==> src/rtl/alu_ram_pkg.sv <==
// ---------------------------------------------------------------------------
// alu_ram_pkg
// Shared types and default widths for the ALU/RAM sequencer and the
// standalone ALU core.
//   alu_op_t    : 3-bit ALU opcode
//   seq_state_t : sequencer FSM state (also exported on a debug port)
// ---------------------------------------------------------------------------
package alu_ram_pkg;

   localparam int DEF_DATA_WIDTH = 8;
   localparam int DEF_ADDR_WIDTH = 4;

   typedef enum logic [2:0] {
      OP_ADD = 3'd0,
      OP_SUB = 3'd1,
      OP_AND = 3'd2,
      OP_OR  = 3'd3,
      OP_XOR = 3'd4,
      OP_NOT = 3'd5,
      OP_SHL = 3'd6,
      OP_SHR = 3'd7
   } alu_op_t;

   typedef enum logic [1:0] {
      IDLE  = 2'd0,
      READ  = 2'd1,
      EXEC  = 2'd2,
      WRITE = 2'd3
   } seq_state_t;

endpackage

==> src/rtl/alu_core.sv <==
// ---------------------------------------------------------------------------
// alu_core
// Purely combinational ALU.
//   op     in   opcode (alu_op_t)
//   a, b   in   operands (b unused by NOT/SHL/SHR)
//   result out  DW-bit result
//   carry  out  ADD carry-out, SUB borrow, shifted-out bit for SHL/SHR,
//               0 for logic ops
//   zero   out  result == 0
// ---------------------------------------------------------------------------
module alu_core
   import alu_ram_pkg::*;
#(
   parameter int DW = DEF_DATA_WIDTH
) (
   input  alu_op_t       op,
   input  logic [DW-1:0] a,
   input  logic [DW-1:0] b,
   output logic [DW-1:0] result,
   output logic          carry,
   output logic          zero
);

   // One extra bit on top: it holds carry/borrow for arithmetic and the
   // bit shifted out for shifts, so every op reduces to a single split.
   logic [DW:0] wide;

   always_comb begin
      wide = '0;
      case (op)
         OP_ADD:  wide = {1'b0, a} + {1'b0, b};
         // Top bit of the zero-extended difference is 1 exactly when a < b.
         OP_SUB:  wide = {1'b0, a} - {1'b0, b};
         OP_AND:  wide = {1'b0, a & b};
         OP_OR:   wide = {1'b0, a | b};
         OP_XOR:  wide = {1'b0, a ^ b};
         OP_NOT:  wide = {1'b0, ~a};
         OP_SHL:  wide = {a, 1'b0};
         OP_SHR:  wide = {a[0], 1'b0, a[DW-1:1]};
         default: wide = '0;
      endcase
   end

   assign result = wide[DW-1:0];
   assign carry  = wide[DW];
   assign zero   = (wide[DW-1:0] == '0);

endmodule

==> src/rtl/alu_ram_sequencer.sv <==
// ---------------------------------------------------------------------------
// alu_ram_sequencer
// Accepts one ALU instruction at a time, reads both operands from a
// 2-read/1-write RAM, computes the result and writes it back.
//
// Handshake: an instruction is taken on a rising edge where cmd_valid and
// cmd_ready are both high; cmd_ready is high only in IDLE while reset_n is
// high. cmd_valid outside IDLE is ignored (no buffering).
//
// Ports
//   clock, reset_n                  clock, synchronous active-low reset
//   cmd_valid/cmd_ready             instruction handshake
//   cmd_op, cmd_src0/1, cmd_dst     instruction fields
//   addr0_read/addr1_read           RAM read addresses (driven in READ)
//   data0_read/data1_read           RAM read data (combinational)
//   addr_write/data_write/write_enable  RAM write port (active in WRITE)
//   rsp_valid                       one-cycle pulse with the write
//   rsp_data/rsp_carry/rsp_zero     committed result and flags
//   dbg_state                       current FSM state
//
// Sequence: IDLE -> READ (operands captured) -> EXEC (result captured)
//           -> WRITE (RAM written at the end of this cycle) -> IDLE
// ---------------------------------------------------------------------------
module alu_ram_sequencer
   import alu_ram_pkg::*;
#(
   parameter int DATA_WIDTH = DEF_DATA_WIDTH,
   parameter int ADDR_WIDTH = DEF_ADDR_WIDTH
) (
   input  logic                  clock,
   input  logic                  reset_n,
   input  logic                  cmd_valid,
   output logic                  cmd_ready,
   input  alu_op_t               cmd_op,
   input  logic [ADDR_WIDTH-1:0] cmd_src0,
   input  logic [ADDR_WIDTH-1:0] cmd_src1,
   input  logic [ADDR_WIDTH-1:0] cmd_dst,
   output logic [ADDR_WIDTH-1:0] addr0_read,
   output logic [ADDR_WIDTH-1:0] addr1_read,
   input  logic [DATA_WIDTH-1:0] data0_read,
   input  logic [DATA_WIDTH-1:0] data1_read,
   output logic [ADDR_WIDTH-1:0] addr_write,
   output logic [DATA_WIDTH-1:0] data_write,
   output logic                  write_enable,
   output logic                  rsp_valid,
   output logic [DATA_WIDTH-1:0] rsp_data,
   output logic                  rsp_carry,
   output logic                  rsp_zero,
   output seq_state_t            dbg_state
);

   seq_state_t            state_q, state_d;

   alu_op_t               op_q;
   logic [ADDR_WIDTH-1:0] src0_q, src1_q, dst_q;
   logic [DATA_WIDTH-1:0] opa_q, opb_q;
   logic [DATA_WIDTH-1:0] result_q;
   logic                  carry_q, zero_q;

   logic [DATA_WIDTH-1:0] alu_result;
   logic                  alu_carry, alu_zero;
   logic                  accept;

   alu_core #(.DW(DATA_WIDTH)) u_alu (
      .op     (op_q),
      .a      (opa_q),
      .b      (opb_q),
      .result (alu_result),
      .carry  (alu_carry),
      .zero   (alu_zero)
   );

   assign accept = cmd_valid && cmd_ready;

   // Next state and the RAM/handshake strobes.
   always_comb begin
      state_d      = state_q;
      cmd_ready    = 1'b0;
      addr0_read   = '0;
      addr1_read   = '0;
      addr_write   = '0;
      write_enable = 1'b0;
      rsp_valid    = 1'b0;
      case (state_q)
         IDLE: begin
            cmd_ready = reset_n;
            if (cmd_valid && reset_n) state_d = READ;
         end
         READ: begin
            addr0_read = src0_q;
            addr1_read = src1_q;
            state_d    = EXEC;
         end
         EXEC: begin
            state_d = WRITE;
         end
         WRITE: begin
            // A reset sampled on this edge must also cancel the RAM write
            // that the same edge would otherwise perform.
            addr_write   = dst_q;
            write_enable = reset_n;
            rsp_valid    = reset_n;
            state_d      = IDLE;
         end
         default: state_d = IDLE;
      endcase
   end

   always_ff @(posedge clock) begin
      if (!reset_n) begin
         state_q  <= IDLE;
         op_q     <= OP_ADD;
         src0_q   <= '0;
         src1_q   <= '0;
         dst_q    <= '0;
         opa_q    <= '0;
         opb_q    <= '0;
         result_q <= '0;
         carry_q  <= 1'b0;
         zero_q   <= 1'b0;
      end else begin
         state_q <= state_d;
         if (accept) begin
            op_q   <= cmd_op;
            src0_q <= cmd_src0;
            src1_q <= cmd_src1;
            dst_q  <= cmd_dst;
         end
         // Operands are captured here, before this instruction's own write,
         // so src == dst reads the old value.
         if (state_q == READ) begin
            opa_q <= data0_read;
            opb_q <= data1_read;
         end
         if (state_q == EXEC) begin
            result_q <= alu_result;
            carry_q  <= alu_carry;
            zero_q   <= alu_zero;
         end
      end
   end

   assign data_write = result_q;
   assign rsp_data   = result_q;
   assign rsp_carry  = carry_q;
   assign rsp_zero   = zero_q;
   assign dbg_state  = state_q;

endmodule

==> config.mk <==
export PLATFORM = sky130hd
export DESIGN_NAME = alu_ram_sequencer
export DESIGN_NICKNAME = d
export VERILOG_FILES = /design/src/rtl/alu_ram_pkg.sv /design/src/rtl/alu_core.sv /design/src/rtl/alu_ram_sequencer.sv
export SDC_FILE = /design/constraint.sdc
export NUM_CORES = 1
export LEC_CHECK = 0
export CORE_MARGIN = 4
export CORE_UTILIZATION = 51
export DETAILED_ROUTE_END_ITERATION = 10
export GPL_TIMING_DRIVEN = 0
export PLACE_DENSITY = 0.81
export SYNTH_ARGS = -nofsm -noshare
export SYNTH_HDL_FRONTEND = slang
export SYNTH_SLANG_ARGS = --single-unit
==> constraint.sdc <==
create_clock -name clock -period 3.47 [get_ports clock]
set_input_delay 0.5205 -clock clock [delete_from_list [all_inputs] [get_ports clock]]
set_output_delay 0.5205 -clock clock [all_outputs]
set_load 0.02 [all_outputs]
# == Word level (Yosys, flattened, before mapping) ==
# Index checks and enable logic that the tools add are counted.
# word_totals
reg_bits,43
out_inout_bits,35
input_bits,34
# op_classes
bitwise_logic,4
n_eq_ne,11
addsub,2
n_reduce_logical,5
mux,8
# op_table
op,n
$pmux W9 S8,1
$eq A3 B3 Y1 const B,4
$mux W4,3
$add A8 B8 Y9,1
$sub A8 B8 Y9,1
$and A8 B8 Y8,1
$logic_not A8 Y1,1
$not A8 Y8,1
$or A8 B8 Y8,1
$pmux W2 S4,1
$xor A8 B8 Y8,1
$eq A3 B2 Y1 const B,2
$eq A2 B2 Y1 const B,2
$eq A3 B1 Y1 const B,1
$logic_not A3 Y1,1
$eq A2 B1 Y1 const B,1
$logic_and A1 B1 Y1,2
$logic_not A2 Y1,1
$mux W1,2
$mux W2,1
$ne A2 B2 Y1 const B,1

# == Logic depth before layout (Yosys ltp) ==
# depth
ltp_word,3
mapped_depth,13
mapped_depth_nobuf,12

# == Modules after synthesis ==
# A second synthesis with hierarchy kept.
# hier_totals
cells_unflattened,377
hier_area_um2,3243.1
# modules_own_cells
mod,n_inst,cells_each,area_each_um2
alu_ram_sequencer,1,193,1935.6
alu_core,1,184,1307.5

# == Worst setup path after synthesis ==
# No wires, ideal clock.
# synth_timing
path_type,register to register
start,register op_q[1]
end,register carry_q (netlist: rsp_carry)
required_ps,3412
t_arrival_ps,2334
path_buffers,1
period_less_slack_ps,2392
path_slack_ps,1078
setup_time_ps,58
stages_incl_launch_ff,13
cell_sequence,dfxtp_1 > buf_6 > nor2_2 > nand2_1 > nor2_1 > a21oi_1 > fa_1 > and3_1 > o21a_1 > o21ai_0 > a21oi_1 > nor4_1 > a211o_1
# synth_between
elab_chain_len,2
elab_cells_between_ends,9
# synth_rtl
element,line_no,rtl
start: declaration,alu_ram_sequencer.sv:54,alu_op_t op_q;
start signal: assignment,alu_ram_sequencer.sv:124,op_q <= cmd_op;
"$eq A3 B3 Y1, or another cell as far along",alu_core.sv:30,case (op)
$pmux W9 S8 (*),alu_core.sv:30,
end signal: assignment,alu_ram_sequencer.sv:137,carry_q <= alu_carry;
end: declaration,alu_ram_sequencer.sv:58,"logic carry_q, zero_q;"
# Every way passes the cells marked *; elsewhere a longest branch is shown, timed or not.
# A chain may end at the register's enable or synchronous reset.

# == Worst setup path after layout ==
# layout_timing
start,input reset_n
end,output write_enable
# layout_between
elab_chain_len,1
# layout_rtl
element,line_no,rtl
start: declaration,alu_ram_sequencer.sv:31,"input logic reset_n,"
$mux W1,alu_ram_sequencer.sv:84,case (state_q)
end: declaration,alu_ram_sequencer.sv:44,"output logic write_enable,"
# No other way between the ends.

==> impl_metrics.toml <==
[outcome]
status = "completed"

[clock_tree]
clockRootBuffer = "clkbuf_8"
cts_buffers = 5
clkTransAtPathRegs_ns = 0.09
cts_tree = "done"
clock_sinks = 43
hold_buffers = 0
clk_latency_ns = 0.31
cts_resized = 0
cts_setup_buffers = 0
htreeDepth = 2
cts_buffer_depth = 2

[finish]
antennaDiodeCount = 0
fillCellCount = 529
final_nets = 514
seq_area_sq_um = 861
multi_input_area_sq_um = 1940
drive_gt1_share_pct = 8.00
fin_util_pct = 67.0
area_growth_pct = 27.9

[routing]
drt-initial-drc-count = 163
num_vias = 2902
postRouteAntennaNets = 0
viasPerCell = 5.53
wl_per_cell_microns = 14.9
detail_route.first_pass.iterations = 4
routed_wl_microns = 7830
drc_errors = 0

[pwr]
peakVddDrop_mv = 0.348
pwr-share-seq_pct = 24.6
p_leak_nw = 1.57
share_comb_of_total_power_pct = 64.5
power.clock.fraction_pct = 10.9
p_sw_mw = 1.35
internal_power_mw = 1.65
p_per_area_nw_per_um2 = 760
p_sw_share_pct = 45.1

[timing]
finClkSkew_ns = 0.0120
tns_ns = 0
slew_headroom_pct = 61.0
setup_violations = 0
maxClockFrequency_mhz = 306
period_needed_ns = 3.27
finalCritPeriodShare_pct = 94.2
worst_slew_pin_slew_ns = 0.585
rsz0062_at_grt = "no"
hold_viol = 0
slew_viol_final = 0

[floorplan]
die_w_microns = 85.7
start_util_pct = 52.4
num_io_pins = 69
rows = 28
core_area_sq_um = 5890
die_area_sq_um = 7350
fp.dieH_microns = 85.7

[min_path]
worst_hold_path_type = "flip-flop to flip-flop"
holdPathStages = 2

[global_routing]
grt_pass1_vias = 2799
globalRouteOverflowTotal = 0
track_usage_pct = 21.9
antenna_found_initial = 0
grt_pass1_wl_microns = 13000
grt_max_degree = 14

[synth]
synth_top_area_share_pct = 27.9
synthArstFlopShare_pct = 0
postSynthCellCount = 374
synth_top_cell_by_area = "dfxtp_1"
syn_area_sq_um = 3080
synth_area_per_cell_sq_um = 8.24
synth-edff-count = 0
ys_warn_count = 0
yosys.cell_count.top_type = "dfxtp_1"
ys_seq_area_share_pct = 27.9
synth_fp_nets = 439
ys_ff_latch = 43
synth.area.top_cells = "dfxtp_1, ha_1, mux2i_1, nand2_1, nor2_1"
synth_ff_type = "dfxtp_1"
synth_cell_type_count = 58
yosys-top-cells-count = "dfxtp_1, nand2_1, nor2_1"

[critical_path]
slowest_delay_ns = 0.59
critical_path_class = "primary input to primary output"
cp_max_fo = 10
r2r.worst_path.cells = 12
path_buf_inv = 5
crit_family = "buffers and inverters"
start_kind = "primary input"
crit_required_ns = 2.95
arrival_ns = 2.75
crit_path_end_kind = "primary output"
slowest_stage = "clkdlybuf4s50_1"
cp_num_cells = 6
cp_cell_sequence = "clkdlybuf4s50_1 -> clkbuf_1 -> clkbuf_1 -> and2_1 -> buf_4 -> clkdlybuf4s50_1"

[place]
dp_hpwl_microns = 6070
io_buffers = 68
place.gp.congestion = 0.948

[flow_run]
drv_cap = 0
==> power by group through the flow <==
stage / sequential (mW) / clock (mW) / combinational, mW
floorplan: 0.764 / 0 / 1.37
global placement: 0.740 / 0 / 1.86
detailed placement: 0.748 / 0 / 1.91
CTS: 0.737 / 0.332 / 1.92
global route: 0.759 / 0.352 / 2.16
finish: 0.738 / 0.327 / 1.93
==> logic make-up (layout without fill, tap and decap cells) <==
kind of cell | count (synthesis) | count (layout) | synth area share [%]
and+or+nand+nor | 135 | 135 | 21.9
AOI/OAI and AO/OA | 76 | 76 | 16.2
buffers and inverters | 55 | 131 | 9.01
DFF | 43 | 43 | 27.9
adders and majority gates | 31 | 31 | 12.8
muxes | 27 | 27 | 10.1
xor gates and xnor gates | 7 | 7 | 1.99
==> layout make-up <==
class,count,area share (%)
Buffer,29,4.57
Clock buffer,6,1.84
Clock inverter,2,0.317
Inverter,26,2.48
Multi-Input combinational cell,276,49.3
Sequential cell,43,21.8
Tap cell,75,2.38
Timing Repair Buffer,68,17.3
==> flip-flops by register name (all words and copies together), names as in the netlist <==
| signal | count |
|---|---|
| data_write | 8 |
| opa_q | 8 |
| opb_q | 8 |
| dst_q | 4 |
| src0_q | 4 |
| src1_q | 4 |
| op_q | 3 |
| dbg_state | 2 |
| rsp_carry | 1 |
| rsp_zero | 1 |
==> layer usage <==
metal  up-vias  global-route usage, %  wire length (microns)
met5         -                      0                      0
met4         0                   8.06                    232
met3        20                   3.27                    466
met2        97                   35.8                   3750
met1      1353                   29.2                   3380
li1       1432                      -                      -
==> worst paths after layout <==
path                                 end  slack (ns)                  start
setup reg to reg  rsp_carry$_SDFFE_PN0P_        0.61   op_q[1]$_SDFFE_PN0P_
setup / recovery            write_enable        0.20                reset_n
hold / removal     dst_q[2]$_SDFFE_PN0P_        0.46  dst_q[2]$_SDFFE_PN0P_
hold reg to reg    dst_q[2]$_SDFFE_PN0P_        0.46  dst_q[2]$_SDFFE_PN0P_
==> metrics by stage <==
step                setup WS, ns  power (mW)  hold WS [ns]  std cells  instance area [sq um]
global placement           0.198        2.60         0.440        517                   3860
detailed placement         0.190        2.66         0.448        517                   3860
finish                     0.203        3.00         0.462        525                   3940
CTS                        0.182        2.99         0.464        525                   3940
global route              0.0168        3.27         0.493        525                   3940
floorplan                   1.08        2.13         0.431        374                   3080
==> cell usage in the layout (no fill, tap or decap), drive strengths merged, types with 2 or more instances in the layout <==
cell,count
nand3,5
mux4,3
nor2b,5
a211oi,6
o22ai,2
and2,15
clkbuf,18
mux2i,21
nor3,7
a22oi,2
dfxtp,43
nand2b,7
and3,2
clkdlybuf4s50,68
a31oi,2
o31ai,3
a21oi,9
xnor2,6
mux2,3
nand4,3
clkinv,2
nor4,2
o2111ai,2
a311oi,2
o21a,4
nand3b,4
inv,25
nand2,38
o21ai,31
o31a,3
buf,17
nor3b,3
a221oi,2
nor2,39
ha,30
==> worst register-to-register path, delay by kind of cell (launching register included) <==
family	cells	cell delay [ns]
simple gates	5	1.17
buf+inv	1	0.14
flops	1	0.31
fa+ha+maj	1	0.45
compound gates	5	0.76
Note: power is estimated with default switching activity, not from simulation.
